`src/rtl/edeser_rx_if.sv`:
```
// edeser_rx_if: lane data, bitslip request and deserialized word bus for edeser_rx_param.
`default_nettype none

interface edeser_rx_if #(
    parameter int LANES = 9,
    parameter int DIV   = 4
);
    localparam int W  = 2 * DIV;
    localparam int SW = $clog2(W);

    logic [LANES-1:0]   rx_in;
    logic               bitslip;
    logic [LANES*W-1:0] data_out;
    logic               data_valid;
    logic [SW-1:0]      slip_pos;

    modport master (
        output rx_in, bitslip,
        input  data_out, data_valid, slip_pos
    );

    modport slave (
        input  rx_in, bitslip,
        output data_out, data_valid, slip_pos
    );
endinterface

`default_nettype wire

```
`src/rtl/edeser_rx_param.sv`:
```
// edeser_rx_param: LANES-wide DDR deserializer, W=2*DIV bits per lane per word, with bitslip.
// Slip logic is compiled in only when EDESER_BITSLIP_EN is defined.
`default_nettype none

module edeser_rx_param #(
    parameter int LANES = 9,
    parameter int DIV   = 4
) (
    input  logic        rxi_lclk,
    input  logic        reset,
    edeser_rx_if.slave  bus
);
    localparam int W  = 2 * DIV;
    localparam int SW = $clog2(W);
    localparam int CW = (DIV > 2) ? $clog2(DIV) : 1;

    logic [LANES-1:0]        rise_r;
    logic [LANES-1:0]        fall_r;
    logic [LANES-1:0][W:0]   hist;
    logic [LANES-1:0][W:0]   hist_next;
    logic [LANES*W-1:0]      word_next;
    logic [LANES*W-1:0]      data_out_r;
    logic                    data_valid_r;
    logic [CW-1:0]           cnt;
    logic                    cnt_last;
    logic                    half;
    logic                    hold;
    logic                    fire;
    logic [SW-1:0]           slip_pos_r;

    always_ff @(posedge rxi_lclk or posedge reset) begin
        if (reset) rise_r <= '0;
        else       rise_r <= bus.rx_in;
    end

    always_ff @(negedge rxi_lclk or posedge reset) begin
        if (reset) fall_r <= '0;
        else       fall_r <= bus.rx_in;
    end

    // Oldest bit lives at the MSB; the word window is taken from the post-shift history.
    for (genvar i = 0; i < LANES; i++) begin : g_lane
        logic unused_hist_top;
        assign unused_hist_top = ^hist[i][W:W-1];
        assign hist_next[i] = {hist[i][W-2:0], rise_r[i], fall_r[i]};
        assign word_next[i*W +: W] = half ? hist_next[i][W:1] : hist_next[i][W-1:0];
    end

    always_ff @(posedge rxi_lclk or posedge reset) begin
        if (reset) hist <= '0;
        else       hist <= hist_next;
    end

`ifdef EDESER_BITSLIP_EN
    logic bitslip_r;
    logic slip_evt;

    assign slip_evt = bus.bitslip & ~bitslip_r;
    // Entering the odd half costs one extra cycle so the boundary lands one bit later.
    assign hold     = slip_evt & ~half;

    always_ff @(posedge rxi_lclk or posedge reset) begin
        if (reset) begin
            bitslip_r  <= 1'b0;
            half       <= 1'b0;
            slip_pos_r <= '0;
        end else begin
            bitslip_r <= bus.bitslip;
            if (slip_evt) begin
                half       <= ~half;
                slip_pos_r <= (slip_pos_r == SW'(W-1)) ? '0 : slip_pos_r + 1'b1;
            end
        end
    end
`else
    logic unused_bitslip;
    assign unused_bitslip = bus.bitslip;
    assign hold           = 1'b0;
    assign half           = 1'b0;
    assign slip_pos_r     = '0;
`endif

    assign cnt_last = (cnt == CW'(DIV-1));
    assign fire     = cnt_last & ~hold;

    always_ff @(posedge rxi_lclk or posedge reset) begin
        if (reset) begin
            cnt <= '0;
        end else if (!hold) begin
            cnt <= cnt_last ? '0 : cnt + 1'b1;
        end
    end

    always_ff @(posedge rxi_lclk or posedge reset) begin
        if (reset) begin
            data_out_r   <= '0;
            data_valid_r <= 1'b0;
        end else begin
            data_valid_r <= fire;
            if (fire) data_out_r <= word_next;
        end
    end

    assign bus.data_out   = data_out_r;
    assign bus.data_valid = data_valid_r;
    assign bus.slip_pos   = slip_pos_r;
endmodule

`default_nettype wire

```
`src/flat_wrapper.sv`:
```
// flat-port wrapper written by rule: the top's interface ports become plain ports
module edeser_rx_param_flat 
#(
    parameter int LANES = 9,
    parameter int DIV   = 4
)
  (rxi_lclk, reset, bus_rx_in, bus_bitslip, bus_data_out, bus_data_valid, bus_slip_pos);
  edeser_rx_if #(.LANES(LANES), .DIV(DIV)) bus_i ();
  input  logic rxi_lclk;
  input  logic reset;
  input wire logic [$bits(bus_i.rx_in)-1:0] bus_rx_in;
  input wire logic [$bits(bus_i.bitslip)-1:0] bus_bitslip;
  output wire logic [$bits(bus_i.data_out)-1:0] bus_data_out;
  output wire logic [$bits(bus_i.data_valid)-1:0] bus_data_valid;
  output wire logic [$bits(bus_i.slip_pos)-1:0] bus_slip_pos;
  assign bus_i.rx_in = bus_rx_in;
  assign bus_i.bitslip = bus_bitslip;
  assign bus_data_out = bus_i.data_out;
  assign bus_data_valid = bus_i.data_valid;
  assign bus_slip_pos = bus_i.slip_pos;
  edeser_rx_param #(.LANES(LANES), .DIV(DIV)) u_core (.rxi_lclk(rxi_lclk), .reset(reset), .bus(bus_i));
endmodule
```
`config.mk`:
```
export PLATFORM = sky130hd
export DESIGN_NAME = edeser_rx_param_flat
export DESIGN_NICKNAME = d
export VERILOG_FILES = /design/src/rtl/edeser_rx_if.sv /design/src/rtl/edeser_rx_param.sv /design/src/flat_wrapper.sv
export SDC_FILE = /design/constraint.sdc
export NUM_CORES = 1
export LEC_CHECK = 0
export ABC_AREA = 0
export CAP_MARGIN = 10
export CELL_PAD_IN_SITES_DETAIL_PLACEMENT = 0
export CELL_PAD_IN_SITES_GLOBAL_PLACEMENT = 1
export CORE_AREA = 2 2 108 110
export CTS_CLUSTER_SIZE = 20
export DETAILED_ROUTE_END_ITERATION = 16
export DIE_AREA = 0 0 110 112
export DONT_BUFFER_PORTS = 1
export HOLD_SLACK_MARGIN = 0.03
export PLACE_DENSITY_LB_ADDON = 0.1
export SLEW_MARGIN = 15
export SYNTH_ARGS = -nofsm -noshare
export SYNTH_HDL_FRONTEND = slang
export SYNTH_SLANG_ARGS = --single-unit
export TNS_END_PERCENT = 20
```
`constraint.sdc`:
```
create_clock -name rxi_lclk -period 7.17 [get_ports rxi_lclk]
set_input_delay 1.434 -clock rxi_lclk [delete_from_list [all_inputs] [get_ports rxi_lclk]]
set_output_delay 1.434 -clock rxi_lclk [all_outputs]
set_load 0.02 [all_outputs]
```
==> out/results.ini, run 1 <==
[run_status]
run_status = finished clean

[final_layout]
flow.area_growth_from_synthesis_pct = 14.0
area_used_by_multi_input_combinational_logic_mm2 = 0.00112
filler_cell_count = 924
layout_cells_sized_above_1_pct = 42.5
final_cells = 409
regArea_mm2 = 0.00368
final_core_util_pct = 50.6
fin_nets = 267
n_antenna_cell = 0

[synth]
synthDominantCellAreaShare_pct = 69.6
synthesis.area_mm2 = 0.00496
yosys_register_bits = 147
synthesis.area_per_instance_um2 = 21.1
synth-async-reset-ratio_pct = 100
yosysUniqueCellTypes = 11
synth-edff-count = 0
synth_top_cells_by_area = sky130_fd_sc_hd__dfrtp_1 (70%), sky130_fd_sc_hd__mux2_4 (21%), sky130_fd_sc_hd__dfrtn_1 (4.5%)
synthTopCellsByCount = sky130_fd_sc_hd__dfrtp_1 (138), sky130_fd_sc_hd__mux2_4 (69), sky130_fd_sc_hd__dfrtn_1 (9), sky130_fd_sc_hd__buf_12 (7)
synth_largest_area_cell = sky130_fd_sc_hd__dfrtp_1
synthCells = 235
yosysSeqAreaShare_pct = 74.2
ys.warnings.count = 0
postSynth.topFlopCell = sky130_fd_sc_hd__dfrtp_1
yosysMostFrequentCell = sky130_fd_sc_hd__dfrtp_1

[setup_path]
worstPathRequired_ns = 4.27
cp_cell_sequence = clkinvlp_4, buf_4
cp.buffers_inverters = 2
crit_type = in2async
worst-endpoint-arrival_ns = 2.13
path_max_fanout = 30
critical_path.slowest_cell = sky130_fd_sc_hd__clkinvlp_4
critPathLaunchType = input pin
crit_path_max_incr_delay_ns = 0.42
critPathTopFamily = buffers and inverters
end_kind = asynchronous set/reset pin

[clock_tree]
cts-hold-fix-buffers = 0
postCtsSetupRepairBufs = 0
htree_levels = 4
worst_skew_pair.late_latency_ns = 0.41
cts_num_sinks = 147
cts.repair.resized = 0
cts-root-buf = sky130_fd_sc_hd__clkbuf_16
tritoncts = yes
cts_inserted_buffers = 17
path_clk_slew_ns = 0.06
cts_max_path_buffers = 2

[placement]
io_buffers = 0
placed_cells_incl_taps = 377
routability_driven_placement_congestion_ratio = 0.648
post-dp-hpwl_um = 4290
placement.setup.worst_slack_ns = 1.67

[timing]
timing_worst_slew_pin_value_ns = 0.857
skew_ns = 0.0243
timing.setup.tns_ns = 0
total_of_endpoints_with_negative_setup_slack_in_the_final_report = 0
finalHoldViolCount = 0
worst_max_slew_margin_expressed_relative_to_the_limit_pct = 42.9
slew_viol_final = 0
rsz_0062_raised_after_global_routing = false
setup_slack_ns = 2.14

[grt]
grt_max_degree = 47
first_global_vias = 2123
grt_pass1_wl_um = 11600
overflow = 0
grtUsageTotal_pct = 13.0
grt_antenna_before_repair = 0

[detailed_routing]
drt-initial-drc-count = 73
total_drc_errors_in_the_routed_layout = 0
routed_wl_um = 7030
drtPass1Iterations = 4
viasPerCell = 4.59
detailroute.via_count = 1877
wl_per_cell_um = 17.2
antenna_left = 0

[worst_hold_path]
min_path_type = reg2reg

[power]
power_per_cell_area_mw_per_mm2 = 327
worst_case_vdd_ir_drop_uv = 170
power_leakage_nw = 2.55

[floorplan]
floorplan.core_area_mm2 = 0.0112
chipHeight_um = 112
initial_core_util_pct = 44.4
fp.dieArea_mm2 = 0.0123
die_width_um = 110
design.portCount = 88
std_cell_rows = 39

[run]
max-cap-violations = 0

==> stage by stage <==
stage	hold slack [ns]	instance area (µm²)	total power, W
3_3_place_gp	0.357	5060	0.000989
3_5_place_dp	0.362	5060	0.000991
5_1_grt	0.376	5650	0.00193
4_1_cts	0.374	5650	0.00187
6_report	0.371	5650	0.00185
2_1_floorplan	0.349	4970	0.000973
==> final cells by class <==
cell class | instances | area share, %
flip-flops and latches | 147 | 65.1
multi-input cells | 78 | 19.9
well taps | 143 | 3.17
repair buffers | 8 | 1.28
inverters | 1 | 0.133
clock inverters | 14 | 2.90
clock buffers | 18 | 7.59
==> routing by layer <==
| layer | vias up | share of wire [%] | wire, µm | global-route usage [%] |
|---|---|---|---|---|
| met2 | 64 | 44 | 3120 | 17.5 |
| met3 | 17 | 10 | 722 | 7.38 |
| met5 | - | 0 | 0 | 0 |
| met4 | 0 | 2.6 | 186 | 7.85 |
| met1 | 976 | 43 | 3000 | 16.0 |
| li1 | 820 | - | - | - |
==> report_power, final <==
part	internal (W)	leakage (nW)	switching [W]
clock	0.000544	0.285	0.000330
sequential	0.000872	1.72	0.0000516
combinational	0.0000289	0.549	0.0000218
total	0.00145	2.55	0.000403
==> final timing paths <==
| kind | slack, ns | from | depth (start not counted) | end |
|---|---|---|---|---|
| hold reg to reg | 0.37 | u_core.hist[64] | 0 | u_core.hist[66] |
| setup / recovery | 2.14 | reset | 2 | u_core.fall_r[1] |
| min in group asynchronous | 0.98 | reset | 1 | u_core.bus.data_out[25] |
| setup reg to reg | 2.89 | u_core.fall_r[6] | 1 | u_core.bus.data_out[48] |
| max in group rxi_lclk | 2.40 | bus_rx_in[5] | 0 | u_core.fall_r[5] |
| hold / removal | 0.37 | u_core.hist[64] | 0 | u_core.hist[66] |
==> registers in the layout (all words and copies together) (netlist names) <==
name                   cells
u_core.bus.data_out       72
u_core.bus.data_valid      1
u_core.cnt                 2
u_core.fall_r              9
u_core.hist               54
u_core.rise_r              9
==> cell families after synthesis <==
| kind of cell | share of synthesized area [%] |
|---|---|
| other cells | 0.0756 |
| fa+ha+maj | 0.505 |
| simple gates | 0.0756 |
| mux | 21.6 |
| flops | 74.2 |
| buf+inv | 3.58 |
==> cells in the final DEF, fill, tap and decap left out <==
cell type / count
sky130_fd_sc_hd__clkinv_2: 5
sky130_fd_sc_hd__ha_4: 1
sky130_fd_sc_hd__mux2_2: 3
sky130_fd_sc_hd__conb_1: 3
sky130_fd_sc_hd__clkinvlp_4: 4
sky130_fd_sc_hd__bufinv_16: 3
sky130_fd_sc_hd__dfrtp_1: 138
sky130_fd_sc_hd__buf_4: 7
sky130_fd_sc_hd__clkbuf_16: 17
sky130_fd_sc_hd__dfrtn_1: 9
sky130_fd_sc_hd__mux2_4: 69
sky130_fd_sc_hd__clkbuf_1: 1
sky130_fd_sc_hd__ha_1: 1
sky130_fd_sc_hd__buf_12: 1
sky130_fd_sc_hd__clkinv_4: 3
sky130_fd_sc_hd__nor2_1: 1
No activity file was read; power rests on OpenSTA's default activity.
==> run 2: changes to the inputs <==
Clock period 7.17 ns to 5 ns, I/O delays scaled along.
==> out/results.ini, run 2 (synthesized netlist as in run 1, its figures left out) <==
[placement]
io_buffers = 0  ; unchanged
routability_driven_placement_congestion_ratio = 0.661  ; +1.9%
dpl_cell_area_mm2 = 0.00504  ; -0.30%
post-dp-hpwl_um = 4070  ; -5.0%

[final_layout]
area_used_by_multi_input_combinational_logic_mm2 = 0.00112  ; unchanged
final_core_util_pct = 50.1  ; -0.53 points
finalInstanceArea_mm2 = 0.00559  ; -1.0%
n_antenna_cell = 0  ; unchanged
layout_commonest_cell = sky130_fd_sc_hd__dfrtp_1
flow.area_growth_from_synthesis_pct = 12.8
regArea_mm2 = 0.00368  ; unchanged
filler_cell_count = 916  ; -0.87%
fin_nets = 265  ; -0.75%
mostFrequentLayoutCells = sky130_fd_sc_hd__dfrtp_1 (138), sky130_fd_sc_hd__mux2_4 (69), sky130_fd_sc_hd__clkbuf_16 (17)
layout_cells_sized_above_1_pct = 40.3  ; -2.2 points
largest_reg_flops = 72  ; unchanged

[setup_path]
end_kind = asynchronous set/reset pin
rr_worst_depth = 1  ; unchanged
critical_path.slowest_cell = sky130_fd_sc_hd__buf_12
crit_type = in2async
cp.buffers_inverters = 2  ; unchanged
cp_num_cells = 2  ; unchanged
worst-endpoint-arrival_ns = 1.41  ; -0.72 ns
critPathTopFamily = buffers and inverters
crit_path_max_incr_delay_ns = 0.29  ; -0.13 ns
path_max_fanout = 62  ; +110%
worstPathRequired_ns = 3.12  ; -1.15 ns
cp_cell_sequence = clkinvlp_4, buf_12
critPathLaunchType = input pin

[worst_hold_path]
whs_path_depth = 0  ; unchanged
min_path_type = reg2reg

[timing]
skew_ns = 0.0211  ; -0.00317 ns
worst_max_slew_margin_expressed_relative_to_the_limit_pct = 39.0  ; -3.9 points
slew_viol_final = 0  ; unchanged
holdWs_ns = 0.367  ; -0.00357 ns
rsz_0062_raised_after_global_routing = false
timing_worst_slew_pin_value_ns = 0.915  ; +0.0583 ns
finalHoldViolCount = 0  ; unchanged
total_of_endpoints_with_negative_setup_slack_in_the_final_report = 0  ; unchanged

[grt]
overflow = 0  ; unchanged
grtUsageTotal_pct = 12.9  ; -0.10 points
grt_max_degree = 63  ; +34%
first_global_vias = 2130  ; +0.33%
grt_antenna_before_repair = 0  ; unchanged
grt_pass1_wl_um = 11500  ; -0.71%

[clock_tree]
cts.repair.resized = 0  ; unchanged
worst_skew_pair.late_latency_ns = 0.41  ; about the same
postCtsSetupRepairBufs = 0  ; unchanged
cts-hold-fix-buffers = 0  ; unchanged
tritoncts = yes
cts_max_path_buffers = 2  ; unchanged
htree_levels = 4  ; unchanged
cts-root-buf = sky130_fd_sc_hd__clkbuf_16
cts_num_sinks = 147  ; unchanged
cts_inserted_buffers = 17  ; unchanged
path_clk_slew_ns = 0.06  ; about the same

[run_status]
run_status = finished clean

[floorplan]
fp.dieArea_mm2 = 0.0123  ; unchanged
initial_core_util_pct = 44.4  ; unchanged
chipHeight_um = 112  ; unchanged
design.portCount = 88  ; unchanged
die_width_um = 110  ; unchanged
floorplan.core_area_mm2 = 0.0112  ; unchanged
std_cell_rows = 39  ; unchanged

[run]
max-cap-violations = 0  ; unchanged

[detailed_routing]
total_drc_errors_in_the_routed_layout = 0  ; unchanged
wl_per_cell_um = 17.2  ; -0.15%
antenna_left = 0  ; unchanged
drtPass1Iterations = 4  ; unchanged
drt-initial-drc-count = 87  ; +19%
viasPerCell = 4.66  ; +1.6%
detailroute.via_count = 1893  ; +0.85%
routed_wl_um = 6970  ; -0.88%

[power]
worst_case_vdd_ir_drop_uv = 268  ; +57%
power_leakage_nw = 2.53  ; -0.83%
p_total_w = 0.00256  ; +39%
power_per_cell_area_mw_per_mm2 = 458  ; +40%

run 2: cell types whose count changed in the layout (fill, tap and decap cells not counted), sizes merged:
cell      previous run  this run
buf                  8         6
bufinv               3         1
clkbuf              18        26
clkinv               8         4
clkinvlp             4         1
run 2: final cells by class:
type                            count  share of cell area [%]
Tap cell                          143                    3.20
Sequential cell                   147                    65.8
Clock buffer                       26                    8.92
Inverter                            1                   0.134
Multi-Input combinational cell     78                    20.1
Timing Repair Buffer                6                    1.03
Clock inverter                      5                   0.895
run 2: where the power goes:
| part | total (W) | switching [W] | internal (W) |
|---|---|---|---|
| Sequential | 0.00132 | 0.0000733 | 0.00125 |
| Combinational | 0.0000720 | 0.0000314 | 0.0000406 |
| Clock | 0.00116 | 0.000433 | 0.000731 |
| Total | 0.00256 | 0.000538 | 0.00202 |
run 2: worst paths after layout:
path	start	to	slack [ns]
max	reset	u_core.fall_r[7]	1.72
max in group rxi_lclk	bus_rx_in[3]	u_core.fall_r[3]	1.75
min in group asynchronous	reset	u_core.bus.data_out[26]	0.54
max reg2reg	u_core.fall_r[6]	u_core.bus.data_out[48]	1.81
min reg2reg	u_core.hist[64]	u_core.hist[66]	0.37
min	u_core.hist[64]	u_core.hist[66]	0.37
run 2: per-layer routing:
metal | GRT usage (%) | wire, µm | up-vias
met5 | 0 | 0 | -
li1 | - | - | 819
met2 | 16.9 | 3140 | 67
met1 | 16.6 | 3010 | 993
met3 | 7.08 | 640 | 14
met4 | 7.59 | 179 | 0
run 2: through the flow:
| step | setup TNS [ns] | setup WS [ns] | cells |
|---|---|---|---|
| final | 0 | 1.72 | 406 |
| after global routing | 0 | 1.65 | 406 |
| after CTS | 0 | 1.71 | 406 |
| after detailed placement | 0 | 1.30 | 375 |
| after global placement | 0 | 1.31 | 375 |
| after floorplan | -2.13 | -0.236 | 237 |
